==> config.mk <==
export PLATFORM = sky130hd
export DESIGN_NAME = gon_gather_bus
export DESIGN_NICKNAME = d
export VERILOG_FILES = /design/src/rtl/gon_pkg.sv /design/src/rtl/gon_rr_arb.sv /design/src/rtl/gon_gather_bus.sv
export SDC_FILE = /design/constraint.sdc
export NUM_CORES = 1
export LEC_CHECK = 0
export CAP_MARGIN = 20
export CORE_MARGIN = 2
export CORE_UTILIZATION = 50
export DETAILED_ROUTE_END_ITERATION = 10
export HOLD_SLACK_MARGIN = 0.08
export PLACE_DENSITY_LB_ADDON = 0.25
export SLEW_MARGIN = 10
export SYNTH_ARGS = -nofsm -noshare
export SYNTH_HDL_FRONTEND = slang
export SYNTH_SLANG_ARGS = --single-unit
export TNS_END_PERCENT = 50
==> constraint.sdc <==
create_clock -name i_clk -period 12.3 [get_ports i_clk]
set_clock_uncertainty 0.05 [all_clocks]
set_input_delay 2.46 -clock i_clk [delete_from_list [all_inputs] [get_ports i_clk]]
set_output_delay 2.46 -clock i_clk [all_outputs]
set_load 0.1 [all_outputs]
==> src/rtl/gon_pkg.sv <==
// rtl/gon_pkg.sv - shared widths, FSM states and rotated first-one search for the gather bus
package gon_pkg;

  localparam int ID_BITWIDTH_DEF        = 4;
  localparam int PACKET_IN_BITWIDTH_DEF = 8;
  localparam int RR_MAX_N               = 32;

  typedef enum logic {
    IDLE,
    OWNED
  } gon_state_e;

  // First set bit of req[n-1:0] at index start, start+1, ... wrapping mod n (start in 0..n); -1 if none.
  function automatic int rr_first(input logic [RR_MAX_N-1:0] req, input int n, input int start);
    logic [2*RR_MAX_N-1:0] dbl;
    int                    idx;
    dbl      = ({{RR_MAX_N{1'b0}}, req} | ({{RR_MAX_N{1'b0}}, req} << n)) >> start;
    idx      = 0;
    rr_first = -1;
    for (int i = RR_MAX_N - 1; i >= 0; i--) begin
      if (i < n && dbl[i]) begin
        idx      = start + i;
        rr_first = (idx >= n) ? idx - n : idx;
      end
    end
  endfunction

endpackage

==> src/rtl/gon_rr_arb.sv <==
// rtl/gon_rr_arb.sv - burst-limited round-robin arbiter; owner register doubles as the priority pointer
module gon_rr_arb
  import gon_pkg::*;
#(
  parameter int N         = 6,
  parameter int BURST_MAX = 4
) (
  input  logic         clk_i,
  input  logic         rst_i,
  input  logic [N-1:0] req_i,
  input  logic         can_accept_i,
  output logic [N-1:0] grant_o
);

  localparam int OW = $clog2(N);
  localparam int BW = $clog2(BURST_MAX + 1);
  localparam logic [BW-1:0] BURST_LIM = BW'(BURST_MAX);

  gon_state_e          state_q, state_d;
  logic [OW-1:0]       owner_q, owner_d;
  logic [BW-1:0]       burst_q, burst_d;
  logic [RR_MAX_N-1:0] req_ext;
  logic                keep;
  logic                xfer;
  int                  pick;

  always_comb begin
    req_ext        = '0;
    req_ext[N-1:0] = req_i;
    grant_o        = '0;
    state_d        = state_q;
    owner_d        = owner_q;
    burst_d        = burst_q;

    // owner_q holds the last owner even in IDLE, so the scan always resumes after it
    keep = (state_q == OWNED) && req_i[owner_q] && (burst_q < BURST_LIM);
    pick = keep ? int'(owner_q) : rr_first(req_ext, N, int'(owner_q) + 1);
    for (int k = 0; k < N; k++) grant_o[k] = (pick == k);
    xfer = (pick >= 0) && can_accept_i;

    if (xfer) begin
      state_d = OWNED;
      owner_d = OW'(pick);
      if (state_q == IDLE || owner_q != OW'(pick) || burst_q == BURST_LIM) burst_d = BW'(1);
      else burst_d = burst_q + BW'(1);
    end else if (req_i == '0 && can_accept_i) begin
      state_d = IDLE;
    end
  end

  always_ff @(posedge clk_i) begin
    if (rst_i) begin
      state_q <= IDLE;
      owner_q <= OW'(N - 1);
      burst_q <= '0;
    end else begin
      state_q <= state_d;
      owner_q <= owner_d;
      burst_q <= burst_d;
    end
  end

endmodule

==> src/rtl/gon_gather_bus.sv <==
// rtl/gon_gather_bus.sv - N-to-1 gather bus with ID prefixing; GON_ID_FILTER_EN restricts winners to id==i_tag
module gon_gather_bus
  import gon_pkg::*;
#(
  parameter int ID_BITWIDTH         = ID_BITWIDTH_DEF,
  parameter int PACKET_IN_BITWIDTH  = PACKET_IN_BITWIDTH_DEF,
  parameter int PACKET_OUT_BITWIDTH = 12,
  parameter int SLV_NUM             = 6,
  parameter int BURST_MAX           = 4
) (
  input  logic                              i_clk,
  input  logic                              i_rst,
  input  logic [SLV_NUM*PACKET_IN_BITWIDTH-1:0] i_packet,
  input  logic [SLV_NUM-1:0]                i_valid,
  output logic [SLV_NUM-1:0]                o_ready,
  output logic [PACKET_OUT_BITWIDTH-1:0]    o_packet,
  output logic                              o_valid,
  input  logic                              i_ready,
  input  logic [SLV_NUM*ID_BITWIDTH-1:0]    i_id,
  input  logic                              i_id_valid,
  input  logic [ID_BITWIDTH-1:0]            i_tag
);

  logic [ID_BITWIDTH-1:0]         id_q [SLV_NUM];
  logic                           cfg_done_q;
  logic                           can_accept;
  logic                           xfer;
  logic [SLV_NUM-1:0]             tag_ok;
  logic [SLV_NUM-1:0]             req;
  logic [SLV_NUM-1:0]             grant;
  logic [PACKET_OUT_BITWIDTH-1:0] sel_packet;

`ifdef GON_ID_FILTER_EN
  always_comb begin
    tag_ok = '0;
    for (int k = 0; k < SLV_NUM; k++) tag_ok[k] = (id_q[k] == i_tag);
  end
`else
  logic unused_tag;
  assign tag_ok     = '1;
  assign unused_tag = ^i_tag;
`endif

  assign can_accept = !o_valid || i_ready;
  assign o_ready    = grant & {SLV_NUM{can_accept}};
  assign xfer       = |(i_valid & o_ready);

  always_comb begin
    req        = '0;
    sel_packet = '0;
    for (int k = 0; k < SLV_NUM; k++) begin
      req[k] = i_valid[k] && cfg_done_q && tag_ok[k];
      if (grant[k]) sel_packet = {id_q[k], i_packet[k*PACKET_IN_BITWIDTH +: PACKET_IN_BITWIDTH]};
    end
  end

  gon_rr_arb #(
    .N        (SLV_NUM),
    .BURST_MAX(BURST_MAX)
  ) u_arb (
    .clk_i       (i_clk),
    .rst_i       (i_rst),
    .req_i       (req),
    .can_accept_i(can_accept),
    .grant_o     (grant)
  );

  // a transfer in the same cycle as i_id_valid still sees the old id_q
  always_ff @(posedge i_clk) begin
    if (i_rst) begin
      o_valid    <= 1'b0;
      o_packet   <= '0;
      cfg_done_q <= 1'b0;
      for (int k = 0; k < SLV_NUM; k++) id_q[k] <= '0;
    end else begin
      if (i_id_valid) begin
        cfg_done_q <= 1'b1;
        for (int k = 0; k < SLV_NUM; k++) id_q[k] <= i_id[k*ID_BITWIDTH +: ID_BITWIDTH];
      end
      if (xfer) begin
        o_valid  <= 1'b1;
        o_packet <= sel_packet;
      end else if (i_ready) begin
        o_valid <= 1'b0;
      end
    end
  end

endmodule

== Word level (Yosys, flattened, before mapping) ==
Memories as Yosys holds them, arrays and structs flattened.
Index checks and enable logic that the tools add are counted.

* Word-level logic and storage cells: 103
* Memories kept: 1
* Register bits: 21
* Output and inout port bits: 19
* Bits in writable memories: 24
* Bits of input ports: 86

* Equality and inequality tests: 7
* Add/subtract/negate cells: 13
* Mux-type cells: 37
* Shifts and indexed selects: 1
* Reduce and logical (&&, ||, !) cells: 19
* Bitwise logic cells: 10
* $lt $le $gt $ge: 9

{| class="wikitable"
|+ Memories
! memory !! depth !! width !! rd ports !! clocked after Yosys merged registers in !! write ports !! RTL line !! source
|-
| id_q || 6 || 4 || 6 || 0 || 6 || gon_gather_bus.sv:24 || <nowiki>logic [ID_BITWIDTH-1:0] id_q [SLV_NUM];</nowiki>
|}

{| class="wikitable"
|+ Operators by type and width
! cell !! number
|-
| $mux 32 || 13
|-
| $ge 32x4->1 const B || 6
|-
| $sub 32x4->32 const B || 6
|-
| $mux 12 || 6
|-
| $add 32x3->32 const B || 2
|-
| $add 32x4->32 const B || 2
|-
| $eq 32x3->1 const B || 2
|-
| $eq 32x4->1 const B || 2
|-
| $shr 64x32->6 || 1
|-
| $add 32x2->32 const B || 1
|-
| $eq 32x2->1 const B || 1
|-
| $ge 32x1->1 const B || 1
|-
| $logic_not 32->1 || 1
|-
| $mux 4 || 6
|-
| $and 6x6->6 || 2
|-
| $or 6x12->12 || 1
|-
| $logic_and 1x1->1 || 10
|-
| $mux 1 || 10
|-
| $logic_not 6->1 || 1
|-
| $or 1x1->1 || 6
|-
| $reduce_or 6->1 || 1
|-
| $add 3x1->4 const B || 1
|-
| $lt 3x4->1 const B || 1
|-
| $reduce_bool 2->1 || 2
|-
| 9 further kinds || 11
|}

== Longest topological paths before layout ==
* Word-level depth: 18
* Mapped depth: 23
* Mapped depth without buffers: 18

== By module ==
A second synthesis with hierarchy kept.

* Cells, all modules: 528
* Area, all modules: 4620.7 um2

{| class="wikitable"
|+ Modules (own cells, without submodules)
! module !! seq. area each (um2) !! cells each !! area each (um2) !! times used
|-
| gon_rr_arb || 140.1 || 337 || 2532.4 || 1
|-
| gon_gather_bus || 1001.0 || 191 || 2088.3 || 1
|}

== Worst setup path before layout ==
No wires, ideal clock.

* Path kind: input -> output
* Start point: in i_valid[2]
* End point: out o_ready[4]
* Buffers on the path: 2
* Arrival time: 6.798 ns
* Slack: 2.992 ns
* Data required time: 9.790 ns
* Cell stages on the path: 11
* Path through: clkbuf_2 > mux4_2 > o22ai_2 > or2_2 > nand3_2 > or4b_1 > a31oi_1 > nand4b_2 > buf_6 > or2_2 > nor3_1

* Longest elaborated chain between the ends: 12
* Elaborated cells on any way between the ends: 16
* Those cells by class: eq/ne: 1; shift: 1; mux: 9; bitwise: 2; reduce/logical: 3

{| class="wikitable"
|+ RTL lines
! element !! RTL line !! source
|-
| from (decl) || gon_gather_bus.sv:14 || <nowiki>input logic [SLV_NUM-1:0] i_valid,</nowiki>
|-
| $logic_and 1x1->1 * || gon_gather_bus.sv:52 || <nowiki>req[k] = i_valid[k] && cfg_done_q && tag_ok[k];</nowiki>
|-
| $or 6x12->12 || gon_pkg.sv:17 || <nowiki>dbl = ({{RR_MAX_N{1'b0}}, req} | ({{RR_MAX_N{1'b0}}, req} << n)) >> start;</nowiki>
|-
| $shr 64x32->6 || gon_pkg.sv:17 ||
|-
| $mux 32 (6 in series) || gon_pkg.sv:21 || <nowiki>if (i < n && dbl[i]) begin</nowiki>
|-
| $mux 32 * || gon_rr_arb.sv:37 || <nowiki>pick = keep ? int'(owner_q) : rr_first(req_ext, N, int'(owner_q) + 1);</nowiki>
|-
| $eq 32x4->1 * || gon_rr_arb.sv:38 || <nowiki>for (int k = 0; k < N; k++) grant_o[k] = (pick == k);</nowiki>
|-
| $and 6x6->6 * || gon_gather_bus.sv:45 || <nowiki>assign o_ready = grant & {SLV_NUM{can_accept}};</nowiki>
|-
| to (decl) || gon_gather_bus.sv:15 || <nowiki>output logic [SLV_NUM-1:0] o_ready,</nowiki>
|}

Mark *: on every way between the ends. The rest lies on a longest branch, timed or not. The select of a mux whose other input is x is not followed.

== Final worst setup path ==
* Start point: in i_valid[0]
* End point: out o_ready[2]

* Longest elaborated chain between the ends: 12
* Elaborated cells on any way between the ends: 16
* Those cells by class: eq/ne: 1; shift: 1; mux: 9; bitwise: 2; reduce/logical: 3

{| class="wikitable"
|+ RTL lines
! element !! RTL line
|-
| $logic_and 1x1->1 * || gon_gather_bus.sv:52
|-
| $or 6x12->12 || gon_pkg.sv:17
|-
| $shr 64x32->6 || gon_pkg.sv:17
|-
| $mux 32 (6 in series) || gon_pkg.sv:21
|-
| $mux 32 * || gon_rr_arb.sv:37
|-
| $eq 32x3->1 * || gon_rr_arb.sv:38
|-
| $and 6x6->6 * || gon_gather_bus.sv:45
|}

Marks and branches as above.

==> flow_metrics.env <==
export IMPL_portBuffers=100
export IMPL_vias_per_cell=6.40
export IMPL_synth_edff_count=24
export IMPL_cts_root_buf="clkbuf_8"
export IMPL_hold_class="reg -> reg"
export IMPL_syn_inst=622
export IMPL_nNetsFinal=797
export IMPL_insertion_delay_ns=0.30
export IMPL_grt_use_total_pct=27.7
export IMPL_ir_drop_mv=0.138
export IMPL_dp_hpwl_mm=12.2
export IMPL_synthFlopType="edfxtp_1"
export IMPL_initial_utilization_pct=51.4
export IMPL_syn_area_mm2=0.00531
export IMPL_min_period_over_period_pct=78.5
export IMPL_pin_count=105
export IMPL_cap_violations=0
export IMPL_yosysUniqueCellTypes=97
export IMPL_post_cts_resize_count=0
export IMPL_rsz0062_at_grt="false"
export IMPL_clk_pin_slew_ns=0.09
export IMPL_place_congestion=1.01
export IMPL_setup_viol=0
export IMPL_timing_fmax_mhz=104
export IMPL_grt_pass1_vias=4795
export IMPL_dieArea_mm2=0.0115
export IMPL_status="finished, final reports clean"
export IMPL_antennaDiodeCount=0
export IMPL_cp_start_kind="input pin"
export IMPL_placementRows=37
export IMPL_drcViolationCount=0
export IMPL_max_slew_worst_pin_slew_ns=0.988
export IMPL_powerDensity_mw_per_mm2=244
export IMPL_core_mm2=0.0103
export IMPL_stdcell_area_mm2=0.00635
export IMPL_cts_sinks=45
export IMPL_end_kind="primary output"
export IMPL_antenna_found_initial=0
export IMPL_die_h_um=107
export IMPL_cp_required_ns=9.79
export IMPL_final_common_cell="clkdlybuf4s50_1"
export IMPL_post_cts_buffers=0
export IMPL_firstDrtPassIters=5
export IMPL_layout_common_cells="clkdlybuf4s50_1, and3_1, nand2_1"
export IMPL_ant_nets=0
export IMPL_cts_hold_buf=0
export IMPL_grt_max_degree=51
export IMPL_path_class="in -> out"
export IMPL_die_x_um=107
export IMPL_cts_tree="built"
export IMPL_async_flop_share_pct=0
export IMPL_crit_arrival_ns=7.14
export IMPL_ys_ff_latch=45
export IMPL_grt_overflow=0
export IMPL_ctsHtreeMaxLevel=2
export IMPL_vias=5273
export IMPL_dpl_cell_area_mm2=0.00622
export IMPL_cp_max_fo=15
export IMPL_wl_mm=16.1
export IMPL_cts_buffers=5
export IMPL_power_total_uw=1550
export IMPL_clockBufferDepth=2
export IMPL_wl_per_cell_um=19.6
export IMPL_drive_gt1_share_pct=11.8
export IMPL_tns_ns=0
export IMPL_yosysWarnings=0
export IMPL_avgSynthCellArea_um2=8.53
export IMPL_hold_viol=0
export IMPL_syn2layout_area_growth_pct=19.7
export IMPL_drt_iter0_drc=513
export IMPL_cellLeakagePower_uw=0.00242
export IMPL_maxSlewViolCount=0
export IMPL_synth_nets=732
export IMPL_yosysSeqAreaShare_pct=21.5
export IMPL_relSlewSlack_pct=33.9
export IMPL_grt_pass1_wl_mm=25.3
export IMPL_fin_crit_ns=9.65
layer usage:
layer  share of wire [%]  GRT usage, %
met1                  47          43.6
met2                  44          40.9
met3                 7.7          3.83
met4                0.93          3.80
met5                   0             0
layout make-up:
type	count	area (µm²)
Clock buffer	6	82.6
Clock inverter	2	36.3
Fill cell	909	3970
Inverter	28	105
Multi-Input combinational cell	497	3750
Sequential cell	45	1140
Tap cell	136	170
Timing Repair Buffer	110	1070
sequential cells by signal (all words and copies together) (netlist names):
| name | cells |
|---|---|
| id_q | 24 |
| o_packet | 12 |
| u_arb.burst_q | 3 |
| u_arb.owner_q | 3 |
| cfg_done_q | 1 |
| o_valid | 1 |
| u_arb.state_q | 1 |
final timing paths:
kind                                  startpoint           to  slack (ns)  cells after the start
worst min register to register       o_packet[5]  o_packet[5]        0.42                      2
worst max register to register  u_arb.owner_q[1]  o_packet[6]        5.64                     19
worst max-delay path                  i_valid[0]   o_ready[2]        2.65                     11
worst min-delay path                 o_packet[5]  o_packet[5]        0.42                      2
kinds of logic after synthesis:
family | count (synthesis) | synth area share, %
AO/OA/AOI/OAI | 210 | 30.7
XOR/XNOR | 9 | 2.26
adder cells (fa/ha/maj) | 24 | 5.66
buffers and inverters | 80 | 8.13
flip-flops | 45 | 21.5
multiplexers | 35 | 7.73
AND/OR/NAND/NOR | 219 | 24.0
power by group:
part | total, µW | internal, µW | switching, µW
clock network | 120 | 66.3 | 53.4
logic | 1250 | 451 | 796
registers | 183 | 173 | 10.7
critical path, stage by stage:
cell and delay, ns:
clkdlybuf4s50_1 0.59, mux2_2 0.40, mux4_2 0.49, nand2_1 0.36
o2111a_1 0.28, a21oi_1 0.17, nand2b_1 0.52, nor2_1 0.35
nand2_1 0.16, nor3_1 0.17, clkdlybuf4s50_1 1.17
stage by stage:
step                      util, %  worst slack [ns]  std cells  hold WS (ns)
after floorplan                 -              2.99        622         0.390
after global routing         61.5              2.26        824         0.440
final                        61.5              2.65        824         0.418
after global placement       60.3              2.70        815         0.401
after CTS                    61.4              2.59        823         0.419
after detailed placement     60.3              2.59        815         0.404
cells in the mapped netlist, types with 21 or more instances:
library cell / count / area, µm²
and2_1: 27 / 169
nor3_1: 25 / 125
a21oi_1: 23 / 115
clkbuf_1: 21 / 78.8
dfxtp_1: 21 / 420
inv_1: 27 / 101
a21boi_0: 25 / 188
edfxtp_1: 24 / 721
o22ai_1: 26 / 163
nand2_1: 29 / 109
nor2_1: 27 / 101
and3_1: 29 / 181
mux2i_1: 23 / 230
ha_1: 24 / 300
No activity file was read; power rests on OpenSTA's default activity.
